## config.mk

```make
export PLATFORM = sky130hd
export DESIGN_NAME = serial_adder
export DESIGN_NICKNAME = d
export VERILOG_FILES = /design/src/rtl/serial_adder_pkg.sv /design/src/rtl/adder_slice.sv /design/src/rtl/serial_adder.sv
export SDC_FILE = /design/constraint.sdc
export NUM_CORES = 1
export LEC_CHECK = 0
export CAP_MARGIN = 25
export CORE_ASPECT_RATIO = 1.4
export CORE_MARGIN = 2
export CORE_UTILIZATION = 44
export CTS_CLUSTER_DIAMETER = 80
export DETAILED_ROUTE_END_ITERATION = 16
export PLACE_DENSITY = 0.72
export SYNTH_ARGS = -nofsm -noshare
export SYNTH_HDL_FRONTEND = slang
export SYNTH_SLANG_ARGS = --single-unit
export TNS_END_PERCENT = 30
```

## constraint.sdc

```tcl
create_clock -name clk -period 1.5 [get_ports clk]
set_input_delay 0.225 -clock clk [delete_from_list [all_inputs] [get_ports clk]]
set_output_delay 0.225 -clock clk [all_outputs]
set_load 0.03 [all_outputs]
```

## src/rtl/serial_adder_pkg.sv

```systemverilog
// Shared types and helpers for the digit-serial adder.
package serial_adder_pkg;

  typedef enum logic [1:0] {
    IDLE = 2'd0,
    RUN  = 2'd1,
    DONE = 2'd2
  } state_e;

  // Width of a counter that must reach WIDTH/DIGIT - 1; never narrower than 1 bit.
  function automatic int cnt_width(input int width, input int digit);
    int n;
    n = width / digit;
    return (n > 1) ? $clog2(n) : 1;
  endfunction

endpackage

```

## src/rtl/adder_slice.sv

```systemverilog
// DIGIT-bit ripple adder; also exposes the carry into its top bit so the
// caller can form signed overflow from the final slice.
module adder_slice #(
  parameter int DIGIT = 1
) (
  input  logic [DIGIT-1:0] a_i,
  input  logic [DIGIT-1:0] b_i,
  input  logic             c_i,
  output logic [DIGIT-1:0] s_o,
  output logic             c_o,
  output logic             c_top_o
);

  always_comb begin
    logic [DIGIT:0] c;
    c    = '0;
    c[0] = c_i;
    s_o  = '0;
    for (int i = 0; i < DIGIT; i++) begin
      s_o[i]  = a_i[i] ^ b_i[i] ^ c[i];
      c[i+1]  = (a_i[i] & b_i[i]) | (c[i] & (a_i[i] ^ b_i[i]));
    end
    c_o     = c[DIGIT];
    c_top_o = c[DIGIT-1];
  end

endmodule

```

## src/rtl/serial_adder.sv

```systemverilog
// Digit-serial adder/subtractor: DIGIT bits per clock, WIDTH/DIGIT cycles per
// operation, result registered on the edge that completes the last digit.
module serial_adder
  import serial_adder_pkg::*;
#(
  parameter int WIDTH = 8,
  parameter int DIGIT = 1
) (
  input  logic             clk,
  input  logic             rst,
  input  logic             start,
  input  logic [WIDTH-1:0] a,
  input  logic [WIDTH-1:0] b,
  input  logic             cin,
  input  logic             sub,
  output logic             busy,
  output logic             done,
  output logic [WIDTH-1:0] sum,
  output logic             cout,
  output logic             ovf
);

  localparam int N  = WIDTH / DIGIT;
  localparam int CW = cnt_width(WIDTH, DIGIT);
  localparam logic [CW-1:0] LAST = CW'(N - 1);

  if (WIDTH < 2 || WIDTH > 64 || DIGIT < 1 || (WIDTH % DIGIT) != 0) begin : g_bad_params
    $error("serial_adder: WIDTH must be 2..64 and DIGIT must divide WIDTH");
  end

  state_e           state_q, state_d;
  logic [WIDTH-1:0] a_q, a_d;
  logic [WIDTH-1:0] b_q, b_d;
  logic [WIDTH-1:0] acc_q, acc_d;
  logic [WIDTH-1:0] sum_q, sum_d;
  logic [CW-1:0]    cnt_q, cnt_d;
  logic             carry_q, carry_d;
  logic             cout_q, cout_d;
  logic             ovf_q, ovf_d;

  logic [DIGIT-1:0]       dig_sum;
  logic                   dig_cout;
  logic                   dig_ctop;
  logic [WIDTH+DIGIT-1:0] acc_cat;

  adder_slice #(.DIGIT(DIGIT)) u_slice (
    .a_i     (a_q[DIGIT-1:0]),
    .b_i     (b_q[DIGIT-1:0]),
    .c_i     (carry_q),
    .s_o     (dig_sum),
    .c_o     (dig_cout),
    .c_top_o (dig_ctop)
  );

  // New digit enters at the MSB end; works even when DIGIT == WIDTH.
  assign acc_cat = {dig_sum, acc_q};

  always_comb begin
    // NOTE: every next-state signal gets a default first, so no path leaves it unassigned and no latch is inferred.
    state_d = state_q;
    a_d     = a_q;
    b_d     = b_q;
    acc_d   = acc_q;
    sum_d   = sum_q;
    cnt_d   = cnt_q;
    carry_d = carry_q;
    cout_d  = cout_q;
    ovf_d   = ovf_q;

    unique case (state_q)
      RUN: begin
        a_d     = a_q >> DIGIT;
        b_d     = b_q >> DIGIT;
        acc_d   = acc_cat[WIDTH+DIGIT-1:DIGIT];
        carry_d = dig_cout;
        cnt_d   = cnt_q + 1'b1;
        if (cnt_q == LAST) begin
          state_d = DONE;
          cnt_d   = '0;
          sum_d   = acc_cat[WIDTH+DIGIT-1:DIGIT];
          cout_d  = dig_cout;
          ovf_d   = dig_cout ^ dig_ctop;
        end
      end
      DONE:    state_d = IDLE;
      default: state_d = IDLE;
    endcase

    // Capture is legal from IDLE and from DONE (back-to-back operation).
    if (start && state_q != RUN) begin
      state_d = RUN;
      a_d     = a;
      b_d     = sub ? ~b : b;
      carry_d = sub ? 1'b1 : cin;
      cnt_d   = '0;
    end
  end

  always_ff @(posedge clk or posedge rst) begin
    if (rst) begin
      state_q <= IDLE;
      a_q     <= '0;
      b_q     <= '0;
      acc_q   <= '0;
      sum_q   <= '0;
      cnt_q   <= '0;
      carry_q <= 1'b0;
      cout_q  <= 1'b0;
      ovf_q   <= 1'b0;
    end else begin
      // NOTE: non-blocking assignments keep every register sampling pre-edge values.
      state_q <= state_d;
      a_q     <= a_d;
      b_q     <= b_d;
      acc_q   <= acc_d;
      sum_q   <= sum_d;
      cnt_q   <= cnt_d;
      carry_q <= carry_d;
      cout_q  <= cout_d;
      ovf_q   <= ovf_d;
    end
  end

  assign busy = (state_q == RUN);
  assign done = (state_q == DONE);
  assign sum  = sum_q;
  assign cout = cout_q;
  assign ovf  = ovf_q;

endmodule

```

**After elaboration in Yosys (flattened, before gate mapping)**

Cells that the tools add are included.

- Bits in read-only memories: 0
- Register bits: 40
- RAM bits: 0
- Bits in latches: 0
- Bits of input ports: 21
- Output and inout port bits: 12
- Word-level logic and storage cells: 39
- Memories: 0

- $mul: 0
- Order comparisons: 0
- Multiplexer cells: 14
- Shifts and indexed selects: 0
- Bitwise logic cells: 7
- Add/sub/neg operators: 1
- Reduce and logical (&&, ||, !) cells: 3
- Eq/ne operators: 5
- Div/mod/pow operators: 0

Operators by type and width:

| kind | count |
|---|---|
| 8-bit 2-to-1 mux | 5 |
| 3-bit 2-to-1 mux | 3 |
| 8-bit NOT | 1 |
| 2-bit 2-to-1 mux | 3 |
| 3-bit by 1-bit adder with 3-bit output (second input constant) | 1 |
| 3-bit == test (second input constant) | 1 |
| 1-bit 2-to-1 mux | 3 |
| 3-bit by 1-bit inequality test with 1-bit output (second input constant) | 1 |
| 1-bit bitwise XOR | 3 |
| 1-bit AND | 2 |
| 2-bit by 1-bit == test with 1-bit output (second input constant) | 1 |
| 2-bit == test (second input constant) | 1 |
| 2-bit by 1-bit inequality test with 1-bit output (second input constant) | 1 |
| 2-bit AND reduction | 1 |
| 2-bit nonzero test | 1 |
| 1-bit logical AND | 1 |
| 1-bit bitwise OR | 1 |

**Longest topological paths before layout**

- Depth after elaboration: 5
- Gate-level depth with buffers: 6
- Depth with buffers taken out: 5

**Hierarchy**

A second synthesis with hierarchy kept.

- Cell total of the unflattened synthesis: 144
- Area total of the unflattened synthesis: 1794.2 um^2

By module, submodules not included:

| module | area each (um^2) | times used | cells each | sequential area each (um^2) |
|---|---|---|---|---|
| serial_adder | 1766.7 | 1 | 142 | 975.9 |
| adder_slice | 27.5 | 1 | 2 | 0.0 |

**Least setup slack after synthesis**

No wires, ideal clock.

- Path type: register -> register
- Start point: register cnt_q[0]
- End point: register cout_q, in the netlist cout
- Stages on the path, launching flop included: 6
- Setup slack: 0.051 ns
- Clock period less this slack: 1.449 ns
- Data arrival time: 1.325 ns
- Buffers on the path: 1
- Data required time: 1.375 ns
- Setup time: 0.125 ns
- Cells stage by stage: dfrtp_1 -> ha_1 -> ha_1 -> nand3b_4 -> buf_6 -> mux2_2

- Cells in the longest elaborated chain, start to end: 2

RTL lines:

| what | line | RTL |
|---|---|---|
| start: declaration | serial_adder.sv:36 | `logic [CW-1:0] cnt_q, cnt_d;` |
| start signal: assignment | serial_adder.sv:117 | `cnt_q <= cnt_d;` |
| 3-bit == test | serial_adder.sv:77 | `if (cnt_q == LAST) begin` |
| 2-bit AND reduction (no line) | -- |  |
| end signal: assignment | serial_adder.sv:119 | `cout_q <= cout_d;` |
| end: declaration | serial_adder.sv:38 | `logic cout_q, cout_d;` |

No other way between the ends.
A chain may end at the register's enable or synchronous reset.

**Final worst setup path**

- Start point: register cnt_q[0]
- End point: register sum_q[6], in the netlist sum[6]

- Cells in the longest elaborated chain, start to end: 2

RTL lines:

| what | line | RTL |
|---|---|---|
| 3-bit == test | serial_adder.sv:77 |  |
| 2-bit AND reduction (no line) | -- |  |
| end signal: assignment | serial_adder.sv:116 | `sum_q <= sum_d;` |
| end: declaration | serial_adder.sv:35 | `logic [WIDTH-1:0] sum_q, sum_d;` |

No other way between the ends.

==> impl_metrics.json <==
{
  "clockBufferDepth": 2,
  "setup_slack_ns": 0.0470,
  "core_area_um2": 3920,
  "detailed_place.area_um2": 2160,
  "final_nets": 204,
  "die_h_um": 79.4,
  "cp.arrival_ns": 1.63,
  "vias_per_cell": 5.19,
  "fin_util_pct": 59.1,
  "finalHoldViolations": 0,
  "gp_congestion": 0.676,
  "synthArstFlopShare_pct": 100,
  "syn_avg_cell_area_um2": 12.5,
  "cts_hold_buf": 0,
  "antenna_cells": 0,
  "clkTransAtPathRegs_ns": 0.08,
  "dr.pass1.iters": 3,
  "synth.distinct_cells": 26,
  "slew_violations": 0,
  "worstSkewPairLatency_ns": 0.29,
  "track_usage_pct": 14.8,
  "end_kind": "flop",
  "cts_buffers": 5,
  "drc": 0,
  "drive_above_1_share_pct": 20.4,
  "portBuffers": 32,
  "post-dp-hpwl_mm": 2.07,
  "max_slew_margin_pct": 79.9,
  "required_ns": 1.68,
  "overflow": 0,
  "setup_viol": 0,
  "area_delta_synth_final_pct": 29.6,
  "antenna_found_initial": 0,
  "rsz0062_at_grt": "no",
  "tightest_slew_ns": 0.302,
  "yosys-top-cells-count": "dfrtp_1 (39), o21ai_0 (17), nand2_1 (16)",
  "yosys_warnings": 0,
  "die_area_um2": 4590,
  "finalClockSkew_ns": 0.00759,
  "pre_cts_ws_ns": 0.0129,
  "rows": 27,
  "die_w_um": 57.9,
  "setup_tns_ns": 0,
  "synthTopCellsByArea": "dfrtp_1 (55%), mux2_2 (8.8%), mux2i_1 (8.4%)",
  "cts.root.buffer_cell": "clkbuf_8",
  "syn_area_um2": 1790,
  "finalCriticalPeriod_ns": 1.45,
  "fin_hold_ws_ns": 0.273,
  "p_leak_uw": 0.00112,
  "io_pins": 33,
  "cp-start-kind": "flop",
  "synth_fp_nets": 167,
  "synth_most_common_cell": "dfrtp_1",
  "synth_area_leader_cell": "dfrtp_1",
  "hp-class": "input port to async pin",
  "outcome": "finished clean",
  "synth-edff-count": 0,
  "ys_ff_latch": 39,
  "ys.flop_type": "dfrtp_1",
  "grt_max_degree": 40,
  "ant_nets": 0,
  "ir_worst_vdd_mv": 1.50,
  "routedWlPerCell_um": 13.4,
  "synth_top_area_share_pct": 54.6,
  "design_area_um2": 2320,
  "ys_seq_area_share_pct": 54.6,
  "grt_pass1_vias": 1193,
  "vias": 1162,
  "cts_tree": "done",
  "drv_cap": 0,
  "cellPowerDensity_nw_per_um2": 2020,
  "grt_pass1_wl_mm": 5.18,
  "drt-total-wl_mm": 3.01,
  "path_class": "flop to flop",
  "period_share_pct": 96.9,
  "synthCells": 143,
  "clkSinkCount": 39,
  "cts_max_level": 2,
  "cp_max_fo": 12,
  "max_freq_mhz": 688,
  "drtIter0Drc": 5,
  "initial_utilization_pct": 45.6
}
## worst max-delay path, cell delays in order, from the launching register on
cell and delay [ns]:
dfrtp_1 0.40, ha_1 0.23, ha_4 0.18, nand3b_4 0.16, mux2_2 0.35
## where the power goes
part	leakage, µW	switching (µW)	internal [µW]	total (µW)
registers	0.000495	288	1530	1810
logic	0.000565	966	975	1940
clock network	0.0000618	372	547	918
total	0.00112	1630	3050	4670
## registers in the layout, indices dropped and copies added (netlist names)
name     cells
cout         1
b_q          8
ovf          1
cnt_q        3
acc_q        7
a_q          8
carry_q      1
state_q      2
sum          8
## metal layers
| layer | vias to the layer above | share of wire (%) | track usage, % |
|---|---|---|---|
| met2 | 32 | 51 | 25.9 |
| met1 | 568 | 42 | 16.3 |
| met3 | 7 | 4.7 | 3.89 |
| li1 | 555 | - | - |
| met4 | 0 | 2.1 | 6.98 |
| met5 | - | 0 | 0 |
## metrics by stage
stage          power, µW  std cells
3_3_place_gp        3650        214
4_1_cts             4600        222
3_5_place_dp        3750        214
2_1_floorplan       3180        143
6_report            4670        224
5_1_grt             5020        224
## repair_timing
item                                    CTS  global route
buffers inserted                          0             1
endpoints found under the setup margin   17             2
gates resized for setup                  12             1
gates cloned                              0             1
pin swaps                                 1             0
## final timing paths
kind / cells after the start / from / to / slack [ns]
worst max-delay path: 4 / cnt_q[0]$_DFFE_PP0P_ / sum[6]$_DFFE_PP0P_ / 0.05
min in group clk: 2 / ovf$_DFFE_PP0P_ / ovf$_DFFE_PP0P_ / 0.49
worst max register to register: 4 / cnt_q[0]$_DFFE_PP0P_ / sum[6]$_DFFE_PP0P_ / 0.05
worst min register to register: 2 / ovf$_DFFE_PP0P_ / ovf$_DFFE_PP0P_ / 0.49
max in group asynchronous: 3 / rst / sum[6]$_DFFE_PP0P_ / 1.03
worst min-delay path: 3 / rst / acc_q[1]$_DFFE_PP0N_ / 0.27
## cell families (layout without fill, tap and decap cells)
logic type	count (synthesis)	count (layout)	share of synthesized area [%]
flops	39	39	54.6
mux	31	31	18.9
simple gates	29	29	8.26
compound gates	21	21	6.79
buf+inv	11	49	4.48
xor+xnor	9	9	4.41
fa+ha+maj	3	3	2.52
## cell usage in the layout (no fill, tap or decap), drive strengths merged, types with 2 or more instances in the layout
cell type	n
nand3b	2
o21ai	17
inv	3
mux2i	15
xnor2	2
clkdlybuf4s50	20
xor2	7
clkbuf	7
buf	8
ha	2
nor2	7
mux2	16
nand2	16
a211oi	2
dlygate4sd2	10
dfrtp	39
nand2b	2
## final cells by class
class                   count  area [µm²]
clock inverters             2        38.8
flip-flops and latches     39         976
clock buffers               6        82.6
inverters                   2        7.51
well taps                  43        53.8
repair buffers             39         414
multi-input cells          93         743
fillers                   332        1600
Note: power is estimated with default switching activity, not from simulation.
